<file path="src/rtl/i2c_slave_pkg.sv">
// Shared types and constants for the I2C register-interface target.
package i2c_slave_pkg;
  localparam int ADDR_W = 7;
  localparam int DATA_W = 8;
  localparam int PTR_W  = 8;
  localparam logic [7:0] GCALL_ADDR = 8'h00;

  typedef enum logic [3:0] {
    IDLE, ADDR, ADDR_ACK, PTR, PTR_ACK,
    WDATA, WDATA_ACK, RDATA, RDATA_ACK, WAIT
  } state_t;
endpackage

</file>
<file path="src/rtl/i2c_slave_filter.sv">
// SCL/SDA synchronizer, stability filter and bus-event detection.
module i2c_slave_filter #(
  parameter int FILTER_LEN = 3
) (
  input  logic clk,
  input  logic rst_n,
  input  logic scl_i,
  input  logic sda_i,
  output logic sda_o,
  output logic scl_rise,
  output logic scl_fall,
  output logic start,
  output logic stop
);
  localparam logic [2:0] LIM = 3'(FILTER_LEN - 1);

  logic [1:0] scl_sync, sda_sync;
  logic [2:0] scl_cnt, sda_cnt;
  logic       scl_f, sda_f, scl_q, sda_q;

  always_ff @(posedge clk or negedge rst_n) begin
    if (!rst_n) begin
      scl_sync <= 2'b11;
      sda_sync <= 2'b11;
      scl_cnt  <= '0;
      sda_cnt  <= '0;
      scl_f    <= 1'b1;
      sda_f    <= 1'b1;
      scl_q    <= 1'b1;
      sda_q    <= 1'b1;
    end else begin
      scl_sync <= {scl_sync[0], scl_i};
      sda_sync <= {sda_sync[0], sda_i};
      if (scl_sync[1] == scl_f) begin
        scl_cnt <= '0;
      end else if (scl_cnt == LIM) begin
        scl_f   <= scl_sync[1];
        scl_cnt <= '0;
      end else begin
        scl_cnt <= scl_cnt + 3'd1;
      end
      if (sda_sync[1] == sda_f) begin
        sda_cnt <= '0;
      end else if (sda_cnt == LIM) begin
        sda_f   <= sda_sync[1];
        sda_cnt <= '0;
      end else begin
        sda_cnt <= sda_cnt + 3'd1;
      end
      scl_q <= scl_f;
      sda_q <= sda_f;
    end
  end

  assign sda_o    = sda_f;
  assign scl_rise = scl_f & ~scl_q;
  assign scl_fall = ~scl_f & scl_q;
  // SDA edges only count as START/STOP while SCL was high on both samples
  assign start    = sda_q & ~sda_f & scl_f & scl_q;
  assign stop     = ~sda_q & sda_f & scl_f & scl_q;
endmodule

</file>
<file path="src/rtl/i2c_slave_regif.sv">
// I2C target giving an external master access to an 8-bit register space.
// Optional general call (address byte 0x00) enabled by I2C_SLAVE_GCALL_EN.
module i2c_slave_regif
  import i2c_slave_pkg::*;
#(
  parameter logic [ADDR_W-1:0] SLAVE_ADDR = 7'h2C,
  parameter int                FILTER_LEN = 3
) (
  input  logic              wb_clk_i,
  input  logic              arst_i,
  input  logic              scl_pad_i,
  input  logic              sda_pad_i,
  output logic              sda_pad_o,
  output logic              sda_padoen_o,
  output logic [PTR_W-1:0]  reg_addr_o,
  output logic [DATA_W-1:0] reg_wdata_o,
  output logic              reg_we_o,
  output logic              reg_re_o,
  input  logic [DATA_W-1:0] reg_rdata_i,
  output logic              busy_o
);
`ifdef I2C_SLAVE_GCALL_EN
  localparam bit GCALL_ON = 1'b1;
`else
  localparam bit GCALL_ON = 1'b0;
`endif
  localparam bit ZERO_ADDR = (SLAVE_ADDR == '0);

  state_t            state;
  logic [3:0]        bit_cnt;
  logic [DATA_W-1:0] shreg;
  logic [PTR_W-1:0]  ptr;
  logic              rw, we_pend, cap_q, mack;
  logic              sda_f, scl_rise, scl_fall, start, stop;
  logic [DATA_W-1:0] shreg_nx;
  logic [2:0]        tx_idx;
  logic              addr_hit;

  i2c_slave_filter #(.FILTER_LEN(FILTER_LEN)) u_filt (
    .clk      (wb_clk_i),
    .rst_n    (arst_i),
    .scl_i    (scl_pad_i),
    .sda_i    (sda_pad_i),
    .sda_o    (sda_f),
    .scl_rise (scl_rise),
    .scl_fall (scl_fall),
    .start    (start),
    .stop     (stop)
  );

  assign shreg_nx  = {shreg[DATA_W-2:0], sda_f};
  assign tx_idx    = 3'd7 - bit_cnt[2:0];
  assign sda_pad_o = 1'b0;
  assign addr_hit  = (shreg[7:1] == SLAVE_ADDR && !ZERO_ADDR) ||
                     (shreg == GCALL_ADDR && (GCALL_ON || ZERO_ADDR));

  always_ff @(posedge wb_clk_i or negedge arst_i) begin
    if (!arst_i) begin
      state        <= IDLE;
      bit_cnt      <= '0;
      shreg        <= '0;
      ptr          <= '0;
      rw           <= 1'b0;
      we_pend      <= 1'b0;
      cap_q        <= 1'b0;
      mack         <= 1'b0;
      sda_padoen_o <= 1'b1;
      reg_addr_o   <= '0;
      reg_wdata_o  <= '0;
      reg_we_o     <= 1'b0;
      reg_re_o     <= 1'b0;
      busy_o       <= 1'b0;
    end else begin
      reg_we_o <= 1'b0;
      reg_re_o <= 1'b0;
      cap_q    <= reg_re_o;
      if (we_pend) begin
        reg_we_o    <= 1'b1;
        reg_addr_o  <= ptr;
        reg_wdata_o <= shreg;
        ptr         <= ptr + 8'd1;
        we_pend     <= 1'b0;
      end
      // read data is valid the cycle after the strobe
      if (cap_q) begin
        shreg <= reg_rdata_i;
        ptr   <= ptr + 8'd1;
      end
      if (start) begin
        state        <= ADDR;
        bit_cnt      <= '0;
        mack         <= 1'b0;
        sda_padoen_o <= 1'b1;
        busy_o       <= 1'b1;
      end else if (stop) begin
        state        <= IDLE;
        sda_padoen_o <= 1'b1;
        busy_o       <= 1'b0;
      end else begin
        unique case (state)
          ADDR: begin
            if (scl_rise && bit_cnt != 4'd8) begin
              shreg   <= shreg_nx;
              bit_cnt <= bit_cnt + 4'd1;
            end else if (scl_fall && bit_cnt == 4'd8) begin
              rw <= shreg[0];
              if (addr_hit) begin
                state        <= ADDR_ACK;
                sda_padoen_o <= 1'b0;
              end else begin
                state <= WAIT;
              end
            end
          end
          PTR, WDATA: begin
            if (scl_rise && bit_cnt != 4'd8) begin
              shreg   <= shreg_nx;
              bit_cnt <= bit_cnt + 4'd1;
              if (bit_cnt == 4'd7) begin
                if (state == PTR) ptr <= shreg_nx;
                else we_pend <= 1'b1;
              end
            end else if (scl_fall && bit_cnt == 4'd8) begin
              state        <= (state == PTR) ? PTR_ACK : WDATA_ACK;
              sda_padoen_o <= 1'b0;
            end
          end
          ADDR_ACK: begin
            if (scl_rise && rw) begin
              reg_re_o   <= 1'b1;
              reg_addr_o <= ptr;
            end else if (scl_fall) begin
              bit_cnt      <= '0;
              state        <= rw ? RDATA : PTR;
              sda_padoen_o <= rw ? shreg[7] : 1'b1;
            end
          end
          PTR_ACK, WDATA_ACK: begin
            if (scl_fall) begin
              state        <= WDATA;
              bit_cnt      <= '0;
              sda_padoen_o <= 1'b1;
            end
          end
          RDATA: begin
            if (scl_rise && bit_cnt != 4'd8) begin
              bit_cnt <= bit_cnt + 4'd1;
            end else if (scl_fall) begin
              if (bit_cnt == 4'd8) begin
                state        <= RDATA_ACK;
                sda_padoen_o <= 1'b1;
              end else begin
                sda_padoen_o <= shreg[tx_idx];
              end
            end
          end
          RDATA_ACK: begin
            if (scl_rise) begin
              if (!sda_f) begin
                reg_re_o   <= 1'b1;
                reg_addr_o <= ptr;
                mack       <= 1'b1;
              end else begin
                state <= WAIT;
              end
            end else if (scl_fall && mack) begin
              state        <= RDATA;
              mack         <= 1'b0;
              bit_cnt      <= '0;
              sda_padoen_o <= shreg[7];
            end
          end
          default: sda_padoen_o <= 1'b1;
        endcase
      end
    end
  end
endmodule

</file>
<file path="config.mk">
export PLATFORM = sky130hd
export DESIGN_NAME = i2c_slave_regif
export DESIGN_NICKNAME = d
export VERILOG_FILES = /design/src/rtl/i2c_slave_pkg.sv /design/src/rtl/i2c_slave_filter.sv /design/src/rtl/i2c_slave_regif.sv
export SDC_FILE = /design/constraint.sdc
export NUM_CORES = 1
export LEC_CHECK = 0
export BUFFER_PORTS_ARGS = -buffer_cell sky130_fd_sc_hd__buf_2
export CAP_MARGIN = 0
export CELL_PAD_IN_SITES_DETAIL_PLACEMENT = 0
export CELL_PAD_IN_SITES_GLOBAL_PLACEMENT = 2
export CORE_MARGIN = 10
export CORE_UTILIZATION = 41
export DETAILED_ROUTE_END_ITERATION = 8
export PLACE_DENSITY_LB_ADDON = 0.12
export SETUP_SLACK_MARGIN = 0.05
export SKIP_CTS_REPAIR_TIMING = 1
export SYNTH_ARGS = -nofsm -noshare
export SYNTH_HDL_FRONTEND = slang
export SYNTH_SLANG_ARGS = --single-unit
</file>
<file path="constraint.sdc">
create_clock -name wb_clk_i -period 3.4 [get_ports wb_clk_i]
set_clock_uncertainty 0.15 [all_clocks]
set_input_delay 0.68 -clock wb_clk_i [delete_from_list [all_inputs] [get_ports wb_clk_i]]
set_output_delay 0.68 -clock wb_clk_i [all_outputs]
set_load 0.05 [all_outputs]
</file>
==> out/summary.txt, run 1 <==
Fin. max-slew vios -> 0
Initial DRC count -> 80
Hold path endpoint -> u_filt.scl_sync[1]
Leakage -> 1.60 nW
Sequential fraction of the synthesis area -> 0.497
Finished Layout Cells -> 433
Synth Net Count -> 317
Number of synthesized flops with an enable pin -> 0
Synth Register Bits -> 62
Crit path max fanout -> 18
Hold Crit Class -> flip-flop to flip-flop
Bufs on Longest Clock Path -> 2
Share of layout cells above drive strength 1 -> 0.251
TritonCTS Buffers -> 9
DR pass1 iterations -> 4
Synthesized instance count -> 302
Die Area -> 11600 sq um
Post-synth top flop -> dfrtp_1
CTS root buffer -> clkbuf_8
Most frequent cells in the layout -> 53 x dfrtp_1, 31 x nor2_1, 31 x buf_2
Most common cell after layout, fill and taps aside -> dfrtp_1
Worst reg-to-reg path cell count -> 4
H-tree Lvls -> 3
Critical Path End Type -> flip-flop
Period minus WS final -> 2.51 ns
Congestion Overflow GR -> 0
Starting Density -> 0.427
RSZ-0062 raised after global routing -> no
Mapped cell area -> 3150 sq um
Die X -> 108 microns
Hold path startpoint -> u_filt.scl_sync[0]
CTS Sinks -> 62
Final ANT Viol Nets -> 0
# diodes -> 0
Hold depth -> 0
GPL Wtd Cong -> 0.753
Relative max-transition margin -> 0.486
Syn. warnings -> 0
Std-Cell Rows -> 31
Final Hold Vio Count -> 0
DRC -> 0
Nets -> 344
Crit start category -> flip-flop
WHS -> 0.208 ns
Clock latency on the worst-skew pair -> 0.34 ns
WL final -> 6770 microns
I/O pins -> 33
Final setup violation count -> 0
Final Cycle Share -> 0.739
Status -> completed
Via count -> 2314
Area Growth Syn to Fin -> 12.8%
Peak Freq -> 398 MHz
Mean Syn Cell Area -> 10.4 sq um
Worst-Margin Slew -> 0.771 ns
R2r setup slk -> 0.89 ns
IO Port Bufs -> 31
Crit Path Class -> flip-flop to flip-flop
Worst r2r src -> state[3]
First-pass GRT wire length -> 11700 microns
DP Area -> 3370 sq um
Total negative slack -> 0 ns
WP data required -> 3.48 ns
Pwr dens -> 762 nW/um^2
Async S/R FF share, synth -> 1.00
Total core area -> 7370 sq um
# placed instances -> 417
Overall Power -> 2.71 mW
Die height -> 108 microns
Vias per Instance -> 5.34
CTS tree -> yes
Final HPWL DP -> 4700 microns
Maximum vdd ir drop -> 0.362 mV
Largest net degree at the start of global routing -> 63
WL per Instance -> 15.6 microns
RR Endpoint -> state[0]
Total track usage -> 0.125
Post-synth cell types -> 52
Max-cap violation count -> 0
Vias in the first global route -> 2332
Post-route design area -> 3550 sq um
Initial antenna violation count -> 0
Worst-path clk slew -> 0.08 ns
Arrival time worst endpoint -> 2.59 ns
## layer usage
metal / track usage / part of all wire / up-vias
li1: - / - / 1143
met1: 0.168 / 0.48 / 1111
met2: 0.182 / 0.45 / 54
met3: 0.0419 / 0.056 / 6
met4: 0.0477 / 0.012 / 0
met5: 0 / 0 / -
## report_power, final
group	total (mW)	leakage [nW]	switching [mW]	internal, mW
logic	0.909	0.729	0.506	0.403
clock network	0.600	0.0889	0.312	0.288
registers	1.20	0.781	0.274	0.923
## registers in the layout, indices dropped and copies added, names as in the netlist, 2 cells and up
signal,count
u_filt.scl_cnt,3
u_filt.scl_sync,2
u_filt.sda_cnt,3
u_filt.sda_sync,2
reg_wdata_o,8
shreg,8
ptr,8
bit_cnt,4
state,4
reg_addr_o,8
## per-stage QoR
stage | worst slack (ns) | utilization
after floorplan | 1.13 | -
after global placement | 0.971 | 0.457
after detailed placement | 0.964 | 0.457
after CTS | 0.940 | 0.482
after global routing | 0.615 | 0.482
final | 0.889 | 0.482
## worst max-delay path: stages (launching register included)
cell and delay, ns:
dfrtp_1 0.72, or4b_1 0.61, a211oi_1 0.37, a211o_1 0.25, mux2_4 0.31
## how the worst max path moves through the flow
stage / start / endpoint / slack [ns] / cells past startpoint
after floorplan: u_filt.sda_o / state[0] / 1.13 / 7
after global placement: u_filt.sda_o / state[0] / 0.97 / 6
after detailed placement: state[3] / state[0] / 0.96 / 4
after CTS: state[3] / state[3] / 0.94 / 6
after global routing: state[3] / state[3] / 0.61 / 6
final: state[3] / state[0] / 0.89 / 4
## logic make-up after synthesis
kind of cell    synth area share
buf+inv                   0.0294
simple gates               0.170
mux                        0.123
compound gates             0.134
other cells              0.00119
fa+ha+maj                 0.0119
flops                      0.497
xor+xnor                  0.0334
## layout make-up
| class | instances | area (sq um) |
|---|---|---|
| clock buffer | 10 | 138 |
| clock inverter | 6 | 46.3 |
| fill | 699 | 3820 |
| inverter | 3 | 11.3 |
| multi-input combinational | 219 | 1490 |
| sequential | 62 | 1560 |
| tap | 99 | 124 |
| timing repair buffer | 34 | 178 |
## cell usage after synthesis (all sizes together) (2+ instances only)
cell type | n | area, sq um
o21a | 3 | 22.5
o211ai | 2 | 15.0
nand4 | 2 | 12.5
clkbuf | 6 | 22.5
o22ai | 5 | 31.3
mux2 | 21 | 240
mux4 | 2 | 45.0
a21o | 2 | 15.0
nand4b | 2 | 17.5
nand3 | 7 | 35.0
nand3b | 4 | 30.0
nor2b | 11 | 71.3
nor2 | 31 | 116
a21oi | 24 | 124
ha | 3 | 37.5
dfrtp | 53 | 1330
a22o | 4 | 35.0
xor2 | 8 | 70.1
o21ai | 15 | 75.1
dfstp | 9 | 236
xnor2 | 4 | 35.0
inv | 3 | 11.3
nor4 | 3 | 18.8
nand2 | 20 | 75.1
and3 | 3 | 18.8
nor3 | 2 | 10.0
buf | 12 | 58.8
o2111ai | 2 | 17.5
nand2b | 5 | 31.3
mux2i | 10 | 100
a31oi | 4 | 25.0
nor3b | 5 | 37.5
No activity file was read; power rests on OpenSTA's default activity.
==> inputs of run 2 (changes only) <==
Settings changed: CORE_UTILIZATION 41 to 38.
Clock period 3.4 ns to 2.6 ns, I/O delays scaled along.
==> run 2 against run 1 <==
- flip-flop and latch count unchanged
- first-iteration DRC count decreased by 26%
- clock power increased by 20%
- cell area increased by 1.7%
- setup slack got worse by 0.66 ns
- critical path type unchanged
- sequential power increased by 23%
- register-to-register slack got worse by 0.66 ns
- combinational power increased by 46%
- critical path depth increased by 4
- clock-buffer cell count unchanged
- global-route usage decreased by 1.0 points
- via count increased by 0.30%
==> out/summary.txt, run 2 (same netlist as run 1, synthesis figures left out) <==
Period minus WS final -> 2.37 ns (-0.139 ns)
Arrival time worst endpoint -> 2.44 ns (-0.15 ns)
CTS tree -> yes
DR pass1 iterations -> 4 (unchanged)
Hold path startpoint -> sda_pad_i
Initial antenna violation count -> 0 (unchanged)
Total negative slack -> 0 ns (unchanged)
Crit start category -> flip-flop
Most frequent cells in the layout -> 53 x dfrtp_1, 31 x nor2_1, 31 x buf_2
Die height -> 111 microns (+3.2%)
Die X -> 111 microns (+3.2%)
Initial DRC count -> 59 (-26%)
Relative max-transition margin -> 0.597 (+0.111)
I/O pins -> 33 (unchanged)
Total core area -> 8130 sq um (+10%)
Worst r2r src -> bit_cnt[0]
Worst reg-to-reg path cell count -> 8 (+4)
Final HPWL DP -> 5090 microns (+8.2%)
Largest net degree at the start of global routing -> 23 (-63%)
Leakage -> 1.63 nW (+2.2%)
IO Port Bufs -> 31 (unchanged)
WL final -> 6850 microns (+1.2%)
Critical Path End Type -> flip-flop
Vias in the first global route -> 2267 (-2.8%)
Finished Layout Cells -> 448 (+3.5%)
Final Cycle Share -> 0.912 (+0.174)
Via count -> 2321 (+0.30%)
Bufs on Longest Clock Path -> 2 (unchanged)
CTS root buffer -> clkbuf_8
Die Area -> 12300 sq um (+6.4%)
Worst-Margin Slew -> 0.604 ns (-0.166 ns)
RR Endpoint -> state[0]
First-pass GRT wire length -> 11700 microns (+0.24%)
Maximum vdd ir drop -> 0.433 mV (+20%)
Hold path endpoint -> u_filt.sda_sync[0]
Hold Crit Class -> primary input to flip-flop
Total track usage -> 0.115 (-0.0104)
Pwr dens -> 973 nW/um^2 (+28%)
WP data required -> 2.67 ns (-0.81 ns)
CTS Sinks -> 62 (unchanged)
Congestion Overflow GR -> 0 (unchanged)
H-tree Lvls -> 3 (unchanged)
R2r setup slk -> 0.23 ns (-0.66 ns)
Status -> completed
Max-cap violation count -> 0 (unchanged)
# placed instances -> 431 (+3.4%)
Final Hold Vio Count -> 0 (unchanged)
Worst-path clk slew -> 0.07 ns (about the same)
Most common cell after layout, fill and taps aside -> dfrtp_1
Final ANT Viol Nets -> 0 (unchanged)
Vias per Instance -> 5.18 (-3.1%)
GPL Wtd Cong -> 0.747 (-0.73%)
Starting Density -> 0.387 (-0.0401)
Std-Cell Rows -> 33 (+6.5%)
Hold depth -> 1 (+1)
Fin. max-slew vios -> 0 (unchanged)
Share of layout cells above drive strength 1 -> 0.265 (+0.0138)
Crit Path Class -> flip-flop to flip-flop
Area Growth Syn to Fin -> 14.8%
RSZ-0062 raised after global routing -> no
Peak Freq -> 422 MHz (+5.9%)
Nets -> 353 (+2.6%)
WL per Instance -> 15.3 microns (-2.1%)
TritonCTS Buffers -> 9 (unchanged)
Crit path max fanout -> 7 (-11)
# diodes -> 0 (unchanged)
Final setup violation count -> 0 (unchanged)
DRC -> 0 (unchanged)
Clock latency on the worst-skew pair -> 0.34 ns (about the same)
run 2: cell count changes in the layout (fill, tap and decap cells not counted):
cell and delta:
clkbuf_8 -1, inv_6 -1, clkbuf_1 +1, clkinv_2 +2, buf_4 +8, clkinv_4 -1, dlygate4sd3_1 +1
run 2: where the power goes:
part | total (mW) | switching [mW] | internal, mW | leakage [nW]
registers | 1.47 | 0.260 | 1.21 | 0.781
clock network | 0.720 | 0.378 | 0.342 | 0.0820
logic | 1.33 | 0.745 | 0.582 | 0.771
total | 3.51 | 1.38 | 2.13 | 1.63
run 2: routing by layer:
| layer | part of all wire | wire length (microns) | vias to the layer above | global-route usage |
|---|---|---|---|---|
| met2 | 0.46 | 3160 | 34 | 0.165 |
| met1 | 0.49 | 3350 | 1125 | 0.155 |
| met4 | 0.013 | 88 | 0 | 0.0469 |
| met3 | 0.036 | 250 | 8 | 0.0368 |
| li1 | - | - | 1154 | - |
| met5 | 0 | 0 | - | 0 |
run 2: worst max-delay path by stage:
| stage | startpoint | end | slack [ns] | cells past startpoint |
|---|---|---|---|---|
| 2_1_floorplan | u_filt.sda_o | state[0] | 0.33 | 7 |
| 3_3_place_gp | bit_cnt[0] | state[0] | 0.28 | 8 |
| 3_5_place_dp | bit_cnt[0] | state[0] | 0.24 | 8 |
| 4_1_cts | bit_cnt[0] | state[0] | 0.23 | 8 |
| 5_1_grt | bit_cnt[0] | state[0] | 0.08 | 8 |
| 6_report | bit_cnt[0] | state[0] | 0.23 | 8 |
run 2: final cells by class:
cell class / instances / area, sq um
fill: 812 / 4520
sequential: 62 / 1560
multi-input combinational: 219 / 1490
timing repair buffer: 43 / 248
tap: 105 / 131
clock buffer: 10 / 128
clock inverter: 6 / 38.8
inverter: 3 / 11.3
run 2: critical path: stages (launching register included):
cell	delay [ns]
dfrtp_1	0.46
inv_1	0.07
ha_1	0.20
nand3b_1	0.22
nor2_1	0.10
or3_1	0.33
a21oi_2	0.20
a211o_1	0.21
mux2_4	0.31
run 2: metrics by stage:
stage / power [mW] / hold WS (ns) / util / cell area (sq um) / worst slack, ns
final: 3.51 / 0.123 / 0.444 / 3610 / 0.228
after global routing: 3.80 / 0.0962 / 0.444 / 3610 / 0.0762
after CTS: 3.57 / -0.0299 / 0.443 / 3600 / 0.233
after detailed placement: 2.83 / 0.197 / 0.422 / 3430 / 0.241
after global placement: 2.83 / 0.198 / 0.422 / 3430 / 0.284
after floorplan: 2.46 / 0.0744 / - / 3150 / 0.328
